==> config.mk <==
export PLATFORM = sky130hd
export DESIGN_NAME = risc16_trace_tx
export DESIGN_NICKNAME = d
export VERILOG_FILES = /design/src/rtl/risc16_trace_tx.sv
export SDC_FILE = /design/constraint.sdc
export NUM_CORES = 1
export LEC_CHECK = 0
export ABC_AREA = 1
export CORE_UTILIZATION = 56
export DETAILED_ROUTE_END_ITERATION = 6
export PLACE_DENSITY = 0.84
export RECOVER_POWER = 100
export SETUP_SLACK_MARGIN = 0.15
export SYNTH_ARGS = -nofsm -noshare
export SYNTH_HDL_FRONTEND = slang
export SYNTH_SLANG_ARGS = --single-unit
==> constraint.sdc <==
create_clock -name clk -period 5.3 [get_ports clk]
set_input_delay 1.06 -clock clk [delete_from_list [all_inputs] [get_ports clk]]
set_output_delay 1.06 -clock clk [all_outputs]
set_load 0.1 [all_outputs]
==> src/rtl/risc16_trace_tx.sv <==
// risc16_trace_tx: captures retired-instruction records into a FIFO and streams them as 8-byte frames
module risc16_trace_tx #(
    parameter int DEPTH = 4,
    parameter logic [7:0] SYNC_BYTE = 8'hA5
) (
    input  logic        clk,
    input  logic        rst,
    input  logic        trace_en,
    input  logic        commit_valid,
    input  logic [15:0] commit_pc,
    input  logic [15:0] commit_instr,
    input  logic        commit_we,
    input  logic [2:0]  commit_rd,
    input  logic [15:0] commit_wdata,
    output logic        tx_valid,
    output logic [7:0]  tx_data,
    input  logic        tx_ready,
    input  logic        clear_ovf,
    output logic        overflow,
    output logic [7:0]  drop_count,
    output logic        busy
);
    localparam int AW = $clog2(DEPTH);
    typedef enum logic {IDLE, SEND} state_t;
    state_t state, state_nxt;
    logic [55:0] mem [DEPTH];
    logic [55:0] frame;
    logic [7:0][7:0] bytes;
    logic [AW:0] wr_ptr, rd_ptr;
    logic [3:0] seq;
    logic [2:0] idx;
    logic empty, full, hs, pop, cap, push;
    assign empty = wr_ptr == rd_ptr;
    assign full  = (wr_ptr[AW] != rd_ptr[AW]) && (wr_ptr[AW-1:0] == rd_ptr[AW-1:0]);
    assign hs    = state == SEND && tx_ready;
    assign pop   = !empty && (state == IDLE || (hs && idx == 3'd7));
    assign cap   = commit_valid && trace_en;
    assign push  = cap && (!full || pop);
    assign bytes = {SYNC_BYTE, frame[51:48], frame[55:52], frame[47:0]};
    // record storage; layout {seq, we, rd, pc, instr, wdata}
    always_ff @(posedge clk) begin
        if (push) mem[wr_ptr[AW-1:0]] <= {seq, commit_we, commit_rd, commit_pc, commit_instr, commit_we ? commit_wdata : 16'h0};
    end
    // FIFO pointers, sequence counter and drop accounting
    always_ff @(posedge clk) begin
        if (rst) begin
            wr_ptr <= '0;
            rd_ptr <= '0;
            seq <= 4'd0;
            overflow <= 1'b0;
            drop_count <= 8'd0;
        end else begin
            if (push) begin
                wr_ptr <= wr_ptr + (AW+1)'(1);
                seq <= seq + 4'd1;
            end
            if (pop) rd_ptr <= rd_ptr + (AW+1)'(1);
            if (clear_ovf) begin
                overflow <= 1'b0;
                drop_count <= 8'd0;
            end else if (cap && !push) begin
                overflow <= 1'b1;
                drop_count <= drop_count + {7'd0, drop_count != 8'hFF};
            end
        end
    end
    // serializer state, frame register and byte index
    always_ff @(posedge clk) begin
        if (rst) begin
            state <= IDLE;
            frame <= '0;
            idx <= 3'd0;
        end else begin
            state <= state_nxt;
            if (pop) begin
                frame <= mem[rd_ptr[AW-1:0]];
                idx <= 3'd0;
            end else if (hs) begin
                idx <= idx + 3'd1;
            end
        end
    end
    // leave SEND only after the last byte goes out with nothing queued
    always_comb begin
        state_nxt = state == IDLE ? (empty ? IDLE : SEND) : (hs && idx == 3'd7 && empty ? IDLE : SEND);
    end
    // stream outputs depend only on registered state, never on tx_ready
    always_comb begin
        tx_valid = state == SEND;
        tx_data  = tx_valid ? bytes[3'd7 - idx] : 8'h0;
        busy     = !empty || state == SEND;
    end
endmodule

==> flow_summary.ini, run 1 <==
[power_and_ir_drop]
internal_power_uw = 4330
leakage_uw = 0.00535
clockPowerShare = 0.282
p_sw_uw = 2310
switching_share = 0.348
p_per_area_mw_per_mm2 = 471
pwr-share-seq = 0.453
peakVddDrop_v = 0.000259
p_comb_frac = 0.265

[clock_network]
ctsResizeCount = 0
clkTransAtPathRegs_ps = 60
cts_hold_buf = 0
cts_tree = done
cts_root_buf = clkbuf_16
postCtsSetupBuffers = 0
cts.sinks = 303
cts_buffers = 28
cts_buffer_depth = 3
htree_levels = 1
clkLatencyLatePin_ps = 540

[global_route]
grtUsageTotal = 0.249
grt_pass1_vias = 8453
gr-usage-met3 = 0.0409
busiest_layer = met2
grt_util_met2 = 0.402
grt_util_met1 = 0.342
grt_pass1_wl_um = 43700
grt_max_degree = 103
grt_overflow = 0
antenna_found_initial = 0

[route]
wirelength_um = 27400
routedWlPerCell_um = 17.5
dr.pass1.iters = 7
antenna_left = 0
drt_iter0_markers = 885
via_per_inst = 5.59
route.detailed.drc = 0
vias = 8745

[sta]
setup_viol = 0
max_freq_mhz = 221
relSlewSlack = -0.262
slew_viol_final = 290
clock_skew_ps = 7.20
hold_violations = 0
post-route-period-util = 0.853
tns_ps = 0
worst_slew_pin_slew_ps = 1890
period_needed_ps = 4520
rsz0062_at_grt = false

[setup_path]
slowest_stage = inv_2
start_kind = register
worst_ep_required_time_ps = 5730
r2r-start = idx[0]
crit_start = idx[0]
worstSetupPathType = reg2reg
worst_setup_path_end_kind = register
path_cells = ha_1, ha_1, nand2_1, nand2_1, nand2_1, inv_2, nor2_1, nor2_1
worstPathMaxFanout = 61
path_common_cell = nand2_1
cp_data_arrival_time_ps = 4950
cpPeakStageDelay_ps = 1360

[synthesis]
synth.distinct_cells = 31
synth-seq-cells = 303
yosys_warnings = 0
synth_cells = 1215
synthDominantCellAreaShare = 0.543
yosys-top-cells-area = edfxtp_1 (54%), dfxtp_1 (13%), nand2_1 (9.3%)
syn_area_per_cell_um2 = 10.2
syn_nets = 1283
mappedNetlistArea_mm2 = 0.0124
ys_seq_area_frac = 0.671
yosysTopAreaCell = edfxtp_1

[placement]
place_area_mm2 = 0.0133
io_buffers = 76
place_congestion = 0.894
place_hpwl_um = 16200

[die]
dieWidth_um = 151
fp.dieH_um = 151
ioPinCount = 77
core_mm2 = 0.0218
die_area_mm2 = 0.0227
rows = 54
start_util = 0.569

[final_layout]
antennaDiodeCount = 0
multi_input_area_mm2 = 0.00359
regArea_mm2 = 0.00831
drive_gt1_frac = 0.0576
area_growth_pct = 13.7
fillCellCount = 1607
final_core_util = 0.647
layout_common_cells = nand2_1 (310), edfxtp_1 (224), nor2_1 (197), o21ai_0 (179), dfxtp_1 (78)
final_common_cell = nand2_1
stdcell_area_mm2 = 0.0141
finalNetCount = 1331

[status]
violations = max-capacitance violations, max-slew violations
status = finished with violations

[worst_hold_path]
hold_start = overflow
hp-class = reg2reg

[run]
drv_cap = 5
==> flip-flops by register name (all words and copies together) (netlist names) <==
register    flops
mem           224
frame          56
drop_count      8
seq             4
idx             3
rd_ptr          3
wr_ptr          3
overflow        1
tx_valid        1
==> per-layer routing <==
metal  vias to the layer above  share of wire  routed length, um
met5                         -              0                  0
met4                         0          0.025                683
met3                        61          0.086               2350
met2                       386           0.48              13000
met1                      4114           0.41              11300
li1                       4184              -                  -
==> stage by stage <==
step / hold WS (ps) / setup slack [ps] / power [uW] / cells
finish: 476 / 781 / 6630 / 1565
detailed placement: 482 / 1390 / 4830 / 1513
global route: 507 / 416 / 6990 / 1565
CTS: 496 / 811 / 6690 / 1565
floorplan: 449 / 653 / 4320 / 1215
global placement: 450 / 1480 / 4780 / 1513
==> cells by family after synthesis <==
kind of cell    share of synthesized area
xor+xnor                          0.00636
buf+inv                            0.0372
simple gates                        0.182
flops                               0.671
compound gates                     0.0934
fa+ha+maj                          0.0101
==> power groups by stage <==
stage	registers (uW)	clock network (uW)	logic [uW]
final	3000	1870	1760
after CTS	3000	1890	1800
after floorplan	2940	0	1380
after detailed placement	3040	0	1780
after global placement	3050	0	1730
after global routing	3020	1990	1990
==> final timing paths <==
kind,to,slack [ps],depth (start not counted)
worst max-delay path,frame[54],780,8
worst min-delay path,overflow,480,1
worst max register to register,frame[54],780,8
worst min register to register,overflow,480,1
==> synth_stat cells, drive strengths merged <==
cell and number:
inv 37, nor2 210, nand3b 2, nand2 313, buf 37, clkbuf 31, o22ai 5, nand3 32
nand4 2, dfxtp 79, a21oi 21, edfxtp 224, a211oi 3, ha 10, o21ai 198, o21a 1
clkinv 1, xnor2 3, xor2 6
==> final cells by class <==
type                       count  area share
sequential                   303       0.590
multi-input combinational    806       0.255
clock buffer                  40      0.0574
inverter                      38      0.0103
clock inverter                12     0.00391
timing repair buffer          86      0.0582
tap                          280      0.0249
==> worst max-delay path: cells and delay by family (launching register included) <==
family	cells	cell delay (ps)
fa+ha+maj	2	420
buf+inv	1	1360
flops	1	990
simple gates	5	1580
(Power assumes the default switching activity.)
==> run 2, diff against run 1 <==
CORE_UTILIZATION = 30   (was 56)
PLACE_DENSITY = 0.54   (was 0.84)
==> flow_summary.ini, run 2 (synthesis results as in run 1) <==
[global_route]
grt_pass1_wl_um = 45200
grt_util_met2 = 0.223
gr-usage-met3 = 0.0196
grtUsageTotal = 0.136
grt_overflow = 0
grt_pass1_vias = 8093
grt_max_degree = 100
antenna_found_initial = 2
busiest_layer = met2
grt_util_met1 = 0.191

[final_layout]
largest_reg_flops = 224
drive_gt1_frac = 0.0573
final_common_cell = nand2_1
layout_common_cells = nand2_1 (310), edfxtp_1 (224), nor2_1 (198), o21ai_0 (179), dfxtp_1 (77)
fillCellCount = 4097
finalNetCount = 1335
area_growth_pct = 17.4

[run]
drv_cap = 4

[power_and_ir_drop]
clockPowerShare = 0.319
peakVddDrop_v = 0.000272
p_per_area_mw_per_mm2 = 476
internal_power_uw = 4590
p_sw_uw = 2340
switching_share = 0.337
pwr-share-seq = 0.431
leakage_uw = 0.00542
p_comb_frac = 0.251

[sta]
post-route-period-util = 0.889
tns_ps = 0
fin_ws_ps = 586
worst_slew_pin_slew_ps = 2030
setup_viol = 0
relSlewSlack = -0.352
rsz0062_at_grt = false
slew_viol_final = 145
period_needed_ps = 4710
max_freq_mhz = 212
clock_skew_ps = 18.8
hold_violations = 0

[setup_path]
cp_data_arrival_time_ps = 3650
start_kind = register
worst_setup_path_end_kind = primary output
worstPathMaxFanout = 32
crit_start = idx[0]
r2r-start = idx[0]
worstSetupPathType = reg2out
worst_ep_required_time_ps = 4240

[clock_network]
postCtsSetupBuffers = 0
cts.sinks = 303
cts_buffers = 31
cts_hold_buf = 0
cts_root_buf = clkbuf_16
clkLatencyLatePin_ps = 560
cts_buffer_depth = 3
clkTransAtPathRegs_ps = 60
htree_levels = 1
ctsResizeCount = 0
cts_tree = done

[die]
fp.dieH_um = 205
rows = 74
core_mm2 = 0.0407
ioPinCount = 77
dieWidth_um = 205
start_util = 0.304
die_area_mm2 = 0.0421

[status]
violations = max-capacitance violations, max-slew violations
status = finished with violations

[route]
drt_iter0_markers = 539
routedWlPerCell_um = 15.7
route.detailed.drc = 0
dr.pass1.iters = 6
antenna_left = 0
vias = 8339
via_per_inst = 4.57
wirelength_um = 28700

[placement]
io_buffers = 76
pre_cts_slack_ps = 1230
place_congestion = 0.841
place_hpwl_um = 17500

[worst_hold_path]
hp-class = reg2reg
hold_start = overflow
run 2: cell count changes in the layout (fill, tap and decap cells not counted), sizes merged:
cell | previous run | this run
clkinvlp | 1 | 0
diode | 0 | 1
clkdlybuf4s50 | 21 | 20
inv | 37 | 39
clkbuf | 45 | 48
clkinv | 12 | 11
bufinv | 0 | 5
run 2: stage by stage:
| step | hold slack, ps | instance area, um^2 | util | cells | power [uW] |
|---|---|---|---|---|---|
| floorplan | 449 | 12400 | - | 1215 | 4320 |
| global placement | 454 | 13600 | 0.335 | 1766 | 4850 |
| detailed placement | 457 | 13600 | 0.335 | 1766 | 4860 |
| CTS | 472 | 14700 | 0.360 | 1824 | 7070 |
| global route | 499 | 14500 | 0.357 | 1825 | 7340 |
| finish | 459 | 14500 | 0.357 | 1825 | 6930 |
run 2: power by group through the flow:
stage                     logic (uW)  clock network, uW  registers [uW]
after floorplan                 1380                  0            2940
after global placement          1800                  0            3040
after detailed placement        1820                  0            3040
after CTS                       1830               2260            2990
after global routing            1990               2350            3010
final                           1740               2210            2980
run 2: layout make-up:
cell class | instances | area (um^2) | area share
multi-input combinational | 806 | 3580 | 0.246
antenna | 1 | 2.50 | 0.000172
clock buffer | 41 | 813 | 0.0559
sequential | 303 | 8310 | 0.571
clock inverter | 17 | 211 | 0.0145
inverter | 38 | 145 | 0.00998
timing repair buffer | 87 | 818 | 0.0562
tap | 532 | 666 | 0.0458
run 2: worst max-delay path, cell delays in order, from the launching register on:
cell           delay, ps
dfxtp_1              620
inv_2                470
nor2_1                80
o21ai_0              190
o21ai_0              110
nor2_1               340
dlygate4sd3_1       1260
run 2: path summary, 6_finish.rpt:
path	slack [ps]	to	depth (start not counted)
max reg2reg	630	mem[0][51]	9
min	460	overflow	1
min reg2reg	460	overflow	1
max	590	tx_data[6]	6
run 2: per-layer routing:
| layer | up-vias | share of wire |
|---|---|---|
| li1 | 4202 | - |
| met1 | 3948 | 0.48 |
| met2 | 147 | 0.46 |
| met3 | 40 | 0.036 |
| met4 | 2 | 0.017 |
| met5 | - | 0.00045 |
==> run 3, diff against run 2 <==
CTS_CLUSTER_SIZE = 14   (was unset)
==> results of run 3 <==
Final layout, timing and power as in run 2 (identical DEF).
